===== src/rtl/tenkey_scan_if.sv =====
// Bus bundle between the ten-key pad conditioner and its consumer.
// sw_raw flows into the conditioner; the accepted-key code and status flow out.
interface tenkey_scan_if;
    logic [9:0] sw_raw;
    logic [9:0] tenkey;
    logic       key_valid;
    logic       multi_err;
    logic       busy;

    // Stimulus / consumer side: drives the switches, observes the key code.
    modport master (
        output sw_raw,
        input  tenkey,
        input  key_valid,
        input  multi_err,
        input  busy
    );

    // Conditioner side: samples the switches, produces the key code.
    modport slave (
        input  sw_raw,
        output tenkey,
        output key_valid,
        output multi_err,
        output busy
    );
endinterface


===== src/rtl/tenkey_scan.sv =====
// Ten-key pad front end: two-flop synchroniser, debounce FSM and a
// one-cycle one-hot key pulse. Stable multi-key patterns are rejected with a
// one-cycle multi_err pulse. Only the second synchroniser stage feeds the FSM.
module tenkey_scan #(
    parameter int DEBOUNCE_CYCLES = 4,
    parameter int CNT_W           = 8
) (
    input  logic          clk,
    input  logic          reset,
    tenkey_scan_if.slave  bus
);

    localparam logic [2:0] IDLE       = 3'd0;
    localparam logic [2:0] WAIT_PRESS = 3'd1;
    localparam logic [2:0] HELD       = 3'd2;
    localparam logic [2:0] WAIT_REL   = 3'd3;
    localparam logic [2:0] REJECT     = 3'd4;

    localparam logic [CNT_W-1:0] CNT_ONE  = {{(CNT_W-1){1'b0}}, 1'b1};
    localparam logic [CNT_W-1:0] CNT_LAST = CNT_W'(DEBOUNCE_CYCLES - 1);

    // True when exactly one bit of the pattern is set.
    function automatic logic is_onehot(input logic [9:0] v);
        logic [9:0] v_minus_one;
        v_minus_one = v - 10'd1;
        return (v != 10'd0) && ((v & v_minus_one) == 10'd0);
    endfunction

    logic [9:0]       sync1_r;
    logic [9:0]       s_r;
    logic [9:0]       cand_r;
    logic [CNT_W-1:0] cnt_r;
    logic [2:0]       state_r;
    logic [9:0]       tenkey_r;
    logic             key_valid_r;
    logic             multi_err_r;

    logic [9:0]       cand_s;
    logic [CNT_W-1:0] cnt_s;
    logic [2:0]       state_s;
    logic [9:0]       tenkey_s;
    logic             key_valid_s;
    logic             multi_err_s;

    // Two-flop synchroniser for the asynchronous, bouncy switch inputs.
    always_ff @(posedge clk or posedge reset) begin
        if (reset) begin
            sync1_r <= 10'd0;
            s_r     <= 10'd0;
        end else begin
            sync1_r <= bus.sw_raw;
            s_r     <= sync1_r;
        end
    end

    // Debounce FSM next-state and output-pulse decode; pulses default to clear.
    always_comb begin
        cand_s      = cand_r;
        cnt_s       = cnt_r;
        state_s     = state_r;
        tenkey_s    = 10'd0;
        key_valid_s = 1'b0;
        multi_err_s = 1'b0;
        case (state_r)
            IDLE: begin
                if (s_r != 10'd0) begin
                    cand_s  = s_r;
                    cnt_s   = CNT_ONE;
                    state_s = WAIT_PRESS;
                end else begin
                    state_s = IDLE;
                end
            end
            WAIT_PRESS: begin
                if (s_r == 10'd0) begin
                    state_s = IDLE;
                end else if (s_r != cand_r) begin
                    cand_s = s_r;
                    cnt_s  = CNT_ONE;
                end else if (cnt_r < CNT_LAST) begin
                    cnt_s = cnt_r + CNT_ONE;
                end else begin
                    if (is_onehot(cand_r)) begin
                        tenkey_s    = cand_r;
                        key_valid_s = 1'b1;
                        state_s     = HELD;
                    end else begin
                        multi_err_s = 1'b1;
                        state_s     = REJECT;
                    end
                end
            end
            HELD, REJECT: begin
                // Extra keys while held are ignored; only a full release matters.
                if (s_r == 10'd0) begin
                    cnt_s   = CNT_ONE;
                    state_s = WAIT_REL;
                end else begin
                    state_s = state_r;
                end
            end
            WAIT_REL: begin
                // Any key seen again is release bounce: go back without a pulse.
                if (s_r != 10'd0) begin
                    state_s = HELD;
                end else if (cnt_r == CNT_LAST) begin
                    state_s = IDLE;
                end else begin
                    cnt_s = cnt_r + CNT_ONE;
                end
            end
            default: begin
                state_s = IDLE;
            end
        endcase
    end

    // FSM state, candidate/counter and registered output pulses.
    always_ff @(posedge clk or posedge reset) begin
        if (reset) begin
            state_r     <= IDLE;
            cand_r      <= 10'd0;
            cnt_r       <= {CNT_W{1'b0}};
            tenkey_r    <= 10'd0;
            key_valid_r <= 1'b0;
            multi_err_r <= 1'b0;
        end else begin
            state_r     <= state_s;
            cand_r      <= cand_s;
            cnt_r       <= cnt_s;
            tenkey_r    <= tenkey_s;
            key_valid_r <= key_valid_s;
            multi_err_r <= multi_err_s;
        end
    end

    assign bus.tenkey    = tenkey_r;
    assign bus.key_valid = key_valid_r;
    assign bus.multi_err = multi_err_r;
    assign bus.busy      = (state_r != IDLE);

endmodule


===== src/flat_wrapper.sv =====
// flat-port wrapper written by rule: the top's interface ports become plain ports
module tenkey_scan_flat 
#(
    parameter int DEBOUNCE_CYCLES = 4,
    parameter int CNT_W           = 8
)
  (clk, reset, bus_sw_raw, bus_tenkey, bus_key_valid, bus_multi_err, bus_busy);
  tenkey_scan_if bus_i ();
  input  logic clk;
  input  logic reset;
  input wire logic [$bits(bus_i.sw_raw)-1:0] bus_sw_raw;
  output wire logic [$bits(bus_i.tenkey)-1:0] bus_tenkey;
  output wire logic [$bits(bus_i.key_valid)-1:0] bus_key_valid;
  output wire logic [$bits(bus_i.multi_err)-1:0] bus_multi_err;
  output wire logic [$bits(bus_i.busy)-1:0] bus_busy;
  assign bus_i.sw_raw = bus_sw_raw;
  assign bus_tenkey = bus_i.tenkey;
  assign bus_key_valid = bus_i.key_valid;
  assign bus_multi_err = bus_i.multi_err;
  assign bus_busy = bus_i.busy;
  tenkey_scan #(.DEBOUNCE_CYCLES(DEBOUNCE_CYCLES), .CNT_W(CNT_W)) u_core (.clk(clk), .reset(reset), .bus(bus_i));
endmodule

===== config.mk =====
export PLATFORM = sky130hd
export DESIGN_NAME = tenkey_scan_flat
export DESIGN_NICKNAME = d
export VERILOG_FILES = /design/src/rtl/tenkey_scan_if.sv /design/src/rtl/tenkey_scan.sv /design/src/flat_wrapper.sv
export SDC_FILE = /design/constraint.sdc
export NUM_CORES = 1
export LEC_CHECK = 0
export ABC_AREA = 1
export ABC_CLOCK_PERIOD_IN_PS = 4980
export BUFFER_PORTS_ARGS = -buffer_cell sky130_fd_sc_hd__buf_4
export CAP_MARGIN = 10
export CORE_ASPECT_RATIO = 1.25
export CORE_UTILIZATION = 65
export CTS_BUF_LIST = sky130_fd_sc_hd__clkbuf_4 sky130_fd_sc_hd__clkbuf_8
export DETAILED_ROUTE_END_ITERATION = 16
export PLACE_DENSITY = 0.83
export SLEW_MARGIN = 25
export SYNTH_ARGS = -nofsm -noshare
export SYNTH_HDL_FRONTEND = slang
export SYNTH_SLANG_ARGS = --single-unit
export TNS_END_PERCENT = 30

===== constraint.sdc =====
create_clock -name clk -period 4.98 [get_ports clk]
set_clock_uncertainty 0.1 [all_clocks]
set_input_delay 0.249 -clock clk [delete_from_list [all_inputs] [get_ports clk]]
set_output_delay 0.249 -clock clk [all_outputs]
set_load 0.02 [all_outputs]

==> After elaboration in Yosys (flattened, before gate mapping) <==
Cells that the tools add are included.
{ "totals": {"regBits": 53, "inputBits": 12, "out_inout_bits": 13} }
{ "op_classes": {"n_addsub": 2, "n_lt_le_gt_ge": 1, "n_eq_ne": 16, "muxes": 36, "bitwise_logic": 1, "reduce_logical": 13} }
{ "op_table": {"columns": ["op", "count"], "rows": [
  ["10-bit 2-to-1 mux", 8],
  ["8-bit 2-to-1 mux", 7],
  ["8-bit one-hot mux with 4 select lines", 1],
  ["3-bit 2-to-1 mux", 7],
  ["10-bit logical NOT", 2],
  ["10-bit one-hot mux with 2 select lines", 1],
  ["10-bit nonzero test", 2],
  ["3-bit one-hot mux with 4 select lines", 1],
  ["1-bit 2-to-1 mux", 11],
  ["10-bit AND", 1],
  ["10-bit != test", 1],
  ["10-bit by 1-bit subtractor with 10-bit output (second input constant)", 1],
  ["8-bit by 1-bit adder with 8-bit output (second input constant)", 1],
  ["8-bit by 2-bit == test with 1-bit output (second input constant)", 1],
  ["8-bit by 2-bit less-than comparator with 1-bit output (second input constant)", 1],
  ["4-bit AND reduction", 2],
  ["7-bit AND reduction", 1],
  ["3-bit by 2-bit == test with 1-bit output (second input constant)", 2],
  ["2-bit by 1-bit != test with 1-bit output (second input constant)", 3],
  ["2-bit != test (second input constant)", 3],
  ["3-bit by 1-bit != test with 1-bit output (second input constant)", 2],
  ["3-bit != test (second input constant)", 2],
  ["4-bit nonzero test", 1],
  ["3-bit by 1-bit == test with 1-bit output (second input constant)", 1],
  ["6 further kinds", 6]
]} }

==> Depth between registers and ports, before layout <==
Gate-level depths: netlist (run 1).
{ "logic_depth": {"ltp_word": 9, "ltp_mapped": 12, "mapped_depth_nobuf": 12} }

==> Least setup slack after synthesis (run 1) <==
OpenSTA, ideal clock, no wires.
{ "synth_path": {"kind": "reg2reg", "start": "register u_core.state_r[1]", "end": "register u_core.state_r[1]", "t_arrival_ns": 1.355, "required_time_ns": 4.764, "setup_slack_ns": 3.409, "stages_incl_launch_ff": 12, "period_less_slack_ns": 1.571, "cell_sequence": "dfrtp_1 -> nor2_1 -> inv_2 -> nor2_1 -> buf_2 -> nand3_1 -> nand2_1 -> inv_1 -> nand3_1 -> inv_1 -> nand2_1 -> nand2_1"} }
{ "synth_between": {"elab_chain_cells": 4, "elab_cells_between_ends": 12} }
{ "synth_rtl": {"columns": ["element", "line", "text"], "rows": [
  ["from (decl)", "tenkey_scan.sv:33", "logic [2:0] state_r;"],
  ["from (signal assigned)", "tenkey_scan.sv:128", "state_r <= state_s;"],
  ["3-bit by 2-bit == test with 1-bit output / 3-bit == test (equally long branches)", "tenkey_scan.sv:64", "case (state_r)"],
  ["2-bit OR reduction", "tenkey_scan.sv:64", null],
  ["2-bit by 1-bit != test with 1-bit output (no line)", null, null],
  ["4-bit AND reduction (no line)", null, null]
]} }
Parallel ways exist; a longest one is shown, timed or not.
A chain may end at the register's enable or synchronous reset.

==> Worst setup path after layout (run 1) <==
{ "layout_path": {"start": "register u_core.state_r[1]", "end": "register u_core.cand_r[9]"} }
{ "layout_between": {"elab_chain_cells": 3, "elab_cells_between_ends": 8} }
{ "layout_rtl": {"columns": ["element", "line", "text"], "rows": [
  ["3-bit by 1-bit == test with 1-bit output / 3-bit logical NOT (equally long branches)", "tenkey_scan.sv:64", null],
  ["2-bit by 1-bit != test with 1-bit output (no line) (tied with other cells)", null, null],
  ["4-bit AND reduction (no line)", null, null],
  ["to (signal assigned)", "tenkey_scan.sv:129", "cand_r <= cand_s;"],
  ["to (decl)", "tenkey_scan.sv:31", "logic [9:0] cand_r;"]
]} }
Parallel ways exist; a longest one is shown, timed or not.

==> run_results.csv, run 1 <==
group,metric,value,unit
outcome,status,"complete, but fails checks",
outcome,violations,"hold timing",
clock_network,clock-root-buffer,"clkbuf_8",
floorplanning,die_y,72.5,µm
setup_path,worstSetupPathType,"flop to flop",
global_routing,grt_pass1_vias,2058,
clock_network,clkSinkCount,53,
finish,finalNonFillerCells,410,
logic_synthesis,ys_seq_elements,53,
setup_path,crit_path_max_incr_delay,0.63,ns
power_and_ir_drop,ir_drop,0.287,mV
timing,fmax,0.410,GHz
clock_network,cts_tree,"yes",
logic_synthesis,synth_top_family_by_area,"simple AND/OR/NAND/NOR gates",
logic_synthesis,synth_area_leaders,"dfrtp_1, nand2_1, inv_1, nor2_1, nand3_1",
detailed_routing,drtIter0Drc,65,
logic_synthesis,synth-async-reset-ratio,1.00,
floorplanning,io_pins,25,
placed_design,globalplace.congestion,0.857,
logic_synthesis,ys_seq_area_frac,0.513,
global_routing,gr-total-overflow,0,
placed_design,dp_cells,392,
detailed_routing,wl_per_cell,11.7,µm
detailed_routing,drc,0,
logic_synthesis,synth_top_area_cell,"dfrtp_1",
detailed_routing,drtAntennaViolNets,0,
power_and_ir_drop,power_density,258,nW/µm²
logic_synthesis,yosysWarnings,0,
logic_synthesis,synthFlopType,"dfrtp_1",
finish,drive_gt1_frac,0.194,
worst_hold_path,hold_path.class,"input port to async pin",
timing,post-route-period-util,0.490,
floorplanning,design.core.area,3780,µm²
logic_synthesis,netlist_instances,319,
logic_synthesis,synth.net_count,332,
finish,nNetsFinal,368,
floorplanning,die_w,58.4,µm
global_routing,antenna_found_initial,0,
timing,holdWs,-0.0280,ns
detailed_routing,drt_wl_total,4780,µm
timing,setup_viol,0,
detailed_routing,drt-vias-per-instance,5.06,
setup_path,cpMaxStageDelayCell,"nor2_1",
logic_synthesis,syn_area,2590,µm²
timing,fin_tns_setup,0,ns
placed_design,dpl_cell_area,2810,µm²
floorplanning,dieArea,4240,µm²
clock_network,htreeDepth,2,
global_routing,track_usage,0.271,
setup_path,path_max_fanout,20,
power_and_ir_drop,p_leak,1.59,nW
clock_network,path_clk_slew,0.10,ns
global_routing,grt_pass1_wl,8480,µm
finish,fin_area,3000,µm²
logic_synthesis,ys_types,28,
timing,slew_violations,0,
timing,rsz0062_at_grt,"no",
clock_network,cts_buffers,5,
setup_path,critPathRequiredTime,5.12,ns
placed_design,io_buffers,24,
finish,antennaDiodeCount,0,
timing,timing_hold_violations_final,53,
logic_synthesis,synth_area_per_cell,8.11,µm²
setup_path,critical_path.top_delay_family,"simple AND/OR/NAND/NOR gates",
detailed_routing,vias,2073,
setup_path,crit_chain,"nor2_1 > inv_2 > nor2_1 > inv_1 > nor2_2 > nand2_1 > o21ai_2 > nand2_1 > o21ai_1",
logic_synthesis,synth_xor_area_frac,0.0203,
clock_network,cts.path.max_buffers,2,
setup_path,arrival,2.58,ns
logic_synthesis,synth_compound_area_frac,0.0455,
setup_path,end_kind,"flop",
logic_synthesis,synthMuxAreaShare,0,
setup_path,worst_setup_path_start_kind,"flop",
clock_network,clk_latency,0.32,ns
timing,min_period,2.44,ns
floorplanning,rows,25,
clock_network,cts-resized-gates,0,
floorplanning,start_util,0.684,
global_routing,grt_max_degree,54,
timing,maxSlewHeadroom,0.426,
logic_synthesis,synth_fa_ha_area_frac,0.00484,
timing,tightest_slew,0.860,ns
detailed_routing,drt_first_pass_iters,4,
power_and_ir_drop,power,776,µW
placed_design,place_hpwl,3420,µm
logic_synthesis,synth_simple_gate_area_frac,0.336,
run,maxCapViolCount,0,
clock_network,post_cts.repair.setup_buffers,0,
logic_synthesis,synth_top_area_share,0.513,
setup_path,critical_path_buf_inv_count,2,
finish,area_growth_syn_to_layout,16.1,%
logic_synthesis,synth_edf_count,0,
[per-stage QoR]
stage                     utilization  setup WS (ns)
after floorplan                     -           3.34
after global placement          0.740           2.36
after detailed placement        0.741           2.62
after CTS                       0.793           2.58
after global routing            0.794           2.35
final                           0.794           2.54
[per-layer routing]
metal  part of all wire  vias to the layer above  wire, µm  global-route usage
li1                   -                     1049         -                   -
met1               0.42                      958      2010               0.295
met2               0.51                       52      2430               0.488
met3              0.041                       14       194              0.0713
met4              0.029                        0       140               0.119
met5                  0                        -         0                   0
[synthesized netlist by cell type (2+ instances only)]
library cell and n:
nor2_1 33, inv_2 12, nor3_1 3, inv_1 33, a21oi_1 2, o21ai_0 5
o21ai_1 15, nor2_2 6, buf_2 3, nand3_1 19, nor3_2 9, xor2_1 5
nand4_1 2, dfrtp_1 53, nand2_1 106
[repair_timing]
item / 4_1_cts / 5_1_grt
setup endpoints to repair: 0 / 0
hold buffers: 10 / 0
hold endpoints to repair: 10 / 0
[registers in the layout, indices dropped and copies added, names as in the netlist]
signal	count
u_core.bus.key_valid	1
u_core.bus.multi_err	1
u_core.bus.tenkey	10
u_core.cand_r	10
u_core.cnt_r	8
u_core.s_r	10
u_core.state_r	3
u_core.sync1_r	10
[worst paths after layout]
kind,from,end,cells past startpoint,slack (ns)
max,u_core.state_r[1]$_DFFE_PP0P_,u_core.cand_r[9]$_DFFE_PP0P_,9,2.54
min,reset,u_core.sync1_r[0]$_DFF_PP0_,2,-0.03
max reg2reg,u_core.state_r[1]$_DFFE_PP0P_,u_core.cand_r[9]$_DFFE_PP0P_,9,2.54
min reg2reg,u_core.sync1_r[8]$_DFF_PP0_,u_core.s_r[8]$_DFF_PP0_,0,0.26
max in group asynchronous,reset,u_core.state_r[2]$_DFFE_PP0P_,2,4.30
min in group clk,u_core.sync1_r[8]$_DFF_PP0_,u_core.s_r[8]$_DFF_PP0_,0,0.26
[cell type report]
type,count,area [µm²]
sequential,53,1330
multi-input combinational,215,1060
fill,265,781
timing repair buffer,34,280
inverter,46,176
clock buffer,5,68.8
tap,54,67.6
clock inverter,3,28.8
[cell families (layout without fill, tap and decap cells)]
group,after synthesis,after routing
AO/OA/AOI/OAI,23,23
buffers and inverters,51,88
AND/OR/NAND/NOR,185,185
adder cells (fa/ha/maj),1,1
flip-flops,53,53
XOR/XNOR,6,6
[placed cells by master, fill, tap and decap left out, types with 2 or more instances in the layout]
master / n
inv_2: 12
nor3_2: 9
xor2_1: 5
nand2_1: 106
a21oi_1: 2
dfrtp_1: 53
dlygate4sd3_1: 10
nand4_1: 2
o21ai_0: 5
buf_4: 24
nor2_2: 6
o21ai_1: 14
clkbuf_8: 5
inv_1: 32
nor3_1: 3
nor2_1: 33
nand3_1: 19
[report_power, final]
group          switching [mW]  internal, mW  leakage (nW)  total (mW)
combinational          0.0369        0.0238         0.882      0.0607
clock                   0.156         0.105        0.0506       0.262
sequential             0.0107         0.443         0.661       0.454
[worst register-to-register path: cells and delay by family, from the launching register on]
family | cells | cell delay, ns
AND/OR/NAND/NOR | 5 | 1.24
flip-flops | 1 | 0.43
buffers and inverters | 2 | 0.18
AO/OA/AOI/OAI | 2 | 0.41
Note: power is estimated with default switching activity, not from simulation.
==> run 2: changes to the inputs <==
--- a/config.mk
+++ b/config.mk
@@ -6,14 +6,14 @@
 export NUM_CORES = 1
 export LEC_CHECK = 0
 export ABC_AREA = 1
-export ABC_CLOCK_PERIOD_IN_PS = 4980
+export ABC_CLOCK_PERIOD_IN_PS = 2400
 export BUFFER_PORTS_ARGS = -buffer_cell sky130_fd_sc_hd__buf_4
 export CAP_MARGIN = 10
 export CORE_ASPECT_RATIO = 1.25
-export CORE_UTILIZATION = 65
+export CORE_UTILIZATION = 61
 export CTS_BUF_LIST = sky130_fd_sc_hd__clkbuf_4 sky130_fd_sc_hd__clkbuf_8
 export DETAILED_ROUTE_END_ITERATION = 16
-export PLACE_DENSITY = 0.83
+export PLACE_DENSITY = 0.79
 export SLEW_MARGIN = 25
 export SYNTH_ARGS = -nofsm -noshare
 export SYNTH_HDL_FRONTEND = slang
==> constraint.sdc (replaced) <==
create_clock -name clk -period 2.4 [get_ports clk]
set_clock_uncertainty 0.1 [all_clocks]
set_input_delay 0.12 -clock clk [delete_from_list [all_inputs] [get_ports clk]]
set_output_delay 0.12 -clock clk [all_outputs]
set_load 0.02 [all_outputs]
==> run 2 against run 1 <==
Against the previous run:
- the run now ends clean
- combinational power rose by 120%
- via count grew 2.1%
- fmax is 33% higher
- hold slack improved by 0.28 ns
- first-iteration DRC count increased by 38%
- critical endpoint is now u_core.cnt_r[6]$_DFFE_PP0P_
- largest cell class unchanged
==> run_results.csv, run 2 (same netlist as run 1, synthesis figures left out) <==
group,metric,value,unit
power_and_ir_drop,ir_drop,0.518,mV
detailed_routing,drt-vias-per-instance,5.08,
setup_path,r2r-start,"u_core.cand_r[6]$_DFFE_PP0P_",
timing,setup_viol,0,
power_and_ir_drop,power,1.61,mW
global_routing,antenna_found_initial,0,
setup_path,end_kind,"flop",
timing,holdWs,0.256,ns
timing,tightest_slew,0.556,ns
detailed_routing,drc,0,
clock_network,clk_latency,0.31,ns
setup_path,arrival,1.93,ns
setup_path,rr_endpoint,"u_core.cnt_r[6]$_DFFE_PP0P_",
global_routing,track_usage,0.250,
timing,fin_ws,0.572,ns
clock_network,cts-resized-gates,0,
finish,nNetsFinal,373,
timing,fin_tns_setup,0,ns
detailed_routing,drt_wl_total,5020,µm
setup_path,crit_chain,"inv_2 > nand2_1 > nand2_1 > nor2_2 > nand3_1 > nor2_8 > nand3_2 > nand2_4 > inv_4 > nand2_1 > nand2_1",
timing,maxSlewHeadroom,0.629,
placed_design,io_buffers,24,
finish,final_core_util,0.751,
timing,post-route-period-util,0.762,
run,maxCapViolCount,0,
finish,antennaDiodeCount,0,
placed_design,dp_cells,398,
finish,area_growth_syn_to_layout,18.0,%
floorplanning,io_pins,25,
global_routing,grt_pass1_wl,8270,µm
global_routing,gr-total-overflow,0,
floorplanning,design.core.area,4070,µm²
timing,min_period,1.83,ns
clock_network,cts_tree,"yes",
detailed_routing,drtIter0Drc,90,
clock_network,cts_hold_buffers,11,
detailed_routing,vias,2117,
floorplanning,rows,26,
clock_network,clkSinkCount,53,
setup_path,critical_path_buf_inv_count,2,
detailed_routing,drt_first_pass_iters,4,
floorplanning,die_w,60.3,µm
clock_network,cts.path.max_buffers,2,
global_routing,grt_max_degree,28,
clock_network,post_cts.repair.setup_buffers,0,
placed_design,place_hpwl,3720,µm
setup_path,path_max_fanout,10,
clock_network,htreeDepth,2,
clock_network,clock-root-buffer,"clkbuf_8",
setup_path,cpMaxStageDelayCell,"dfrtp_1",
worst_hold_path,min_from,"u_core.sync1_r[1]$_DFF_PP0_",
timing,rsz0062_at_grt,"no",
finish,fin_area,3050,µm²
finish,final_cell_mix,"nand2_1, dfrtp_1, nor2_1",
setup_path,r2r_cells,11,
finish,finalNonFillerCells,417,
global_routing,grt_pass1_vias,1897,
worst_hold_path,min_to,"u_core.s_r[1]$_DFF_PP0_",
worst_hold_path,whs_path_depth,0,
timing,slew_violations,0,
setup_path,critPathRequiredTime,2.50,ns
clock_network,cts_buffers,5,
floorplanning,start_util,0.636,
finish,drive_gt1_frac,0.199,
setup_path,worst_setup_path_start_kind,"flop",
clock_network,path_clk_slew,0.10,ns
floorplanning,die_y,74.8,µm
placed_design,dpl_cell_area,2850,µm²
placed_design,globalplace.congestion,0.832,
floorplanning,dieArea,4510,µm²
finish,layout_commonest_cell,"nand2_1",
setup_path,critPathMostFrequentCell,"nand2_1",
timing,fmax,0.547,GHz
timing,timing_hold_violations_final,0,
detailed_routing,drtAntennaViolNets,0,
setup_path,worstSetupPathType,"flop to flop",
outcome,status,"finished, final reports clean",
power_and_ir_drop,p_leak,1.62,nW
power_and_ir_drop,power_density,526,nW/µm²
setup_path,critical_path.top_delay_family,"simple AND/OR/NAND/NOR gates",
setup_path,rrSetupSlack,0.57,ns
placed_design,dp_slack,0.594,ns
detailed_routing,wl_per_cell,12.0,µm
worst_hold_path,hold_path.class,"flop to flop",
setup_path,crit_path_max_incr_delay,0.43,ns
run 2: layout make-up:
type | instances | area [µm²]
multi-input cells | 215 | 1050
fillers | 326 | 1010
flip-flops and latches | 53 | 1330
clock inverters | 3 | 28.8
inverters | 46 | 175
clock buffers | 5 | 68.8
repair buffers | 39 | 333
well taps | 56 | 70.1
run 2: layer usage:
metal / track usage / part of all wire
met5: 0 / 0
met4: 0.0879 / 0.016
met1: 0.318 / 0.41
met2: 0.429 / 0.53
met3: 0.0412 / 0.038
run 2: report_power, final:
part / switching (mW) / internal [mW] / total, mW
Sequential: 0.0228 / 0.919 / 0.942
Combinational: 0.0771 / 0.0540 / 0.131
Clock: 0.315 / 0.219 / 0.533
Total: 0.414 / 1.19 / 1.61
run 2: worst reg2reg max path, cell delays in order, from the launching register on:
cell     delay, ns
dfrtp_1       0.43
inv_2         0.09
nand2_1       0.06
nand2_1       0.06
nor2_2        0.09
nand3_1       0.19
nor2_8        0.24
nand3_2       0.12
nand2_4       0.14
inv_4         0.08
nand2_1       0.07
nand2_1       0.05
run 2: worst max-delay path by stage:
stage	startpoint	end	cells past startpoint
after floorplan	u_core.state_r[1]$_DFFE_PP0P_	u_core.state_r[1]$_DFFE_PP0P_	11
after global placement	u_core.state_r[1]$_DFFE_PP0P_	u_core.cand_r[8]$_DFFE_PP0P_	10
after detailed placement	u_core.s_r[4]$_DFF_PP0_	u_core.cnt_r[5]$_DFFE_PP0P_	11
after CTS	u_core.s_r[4]$_DFF_PP0_	u_core.cnt_r[6]$_DFFE_PP0P_	11
after global routing	u_core.s_r[4]$_DFF_PP0_	u_core.cnt_r[4]$_DFFE_PP0P_	11
final	u_core.cand_r[6]$_DFFE_PP0P_	u_core.cnt_r[6]$_DFFE_PP0P_	11
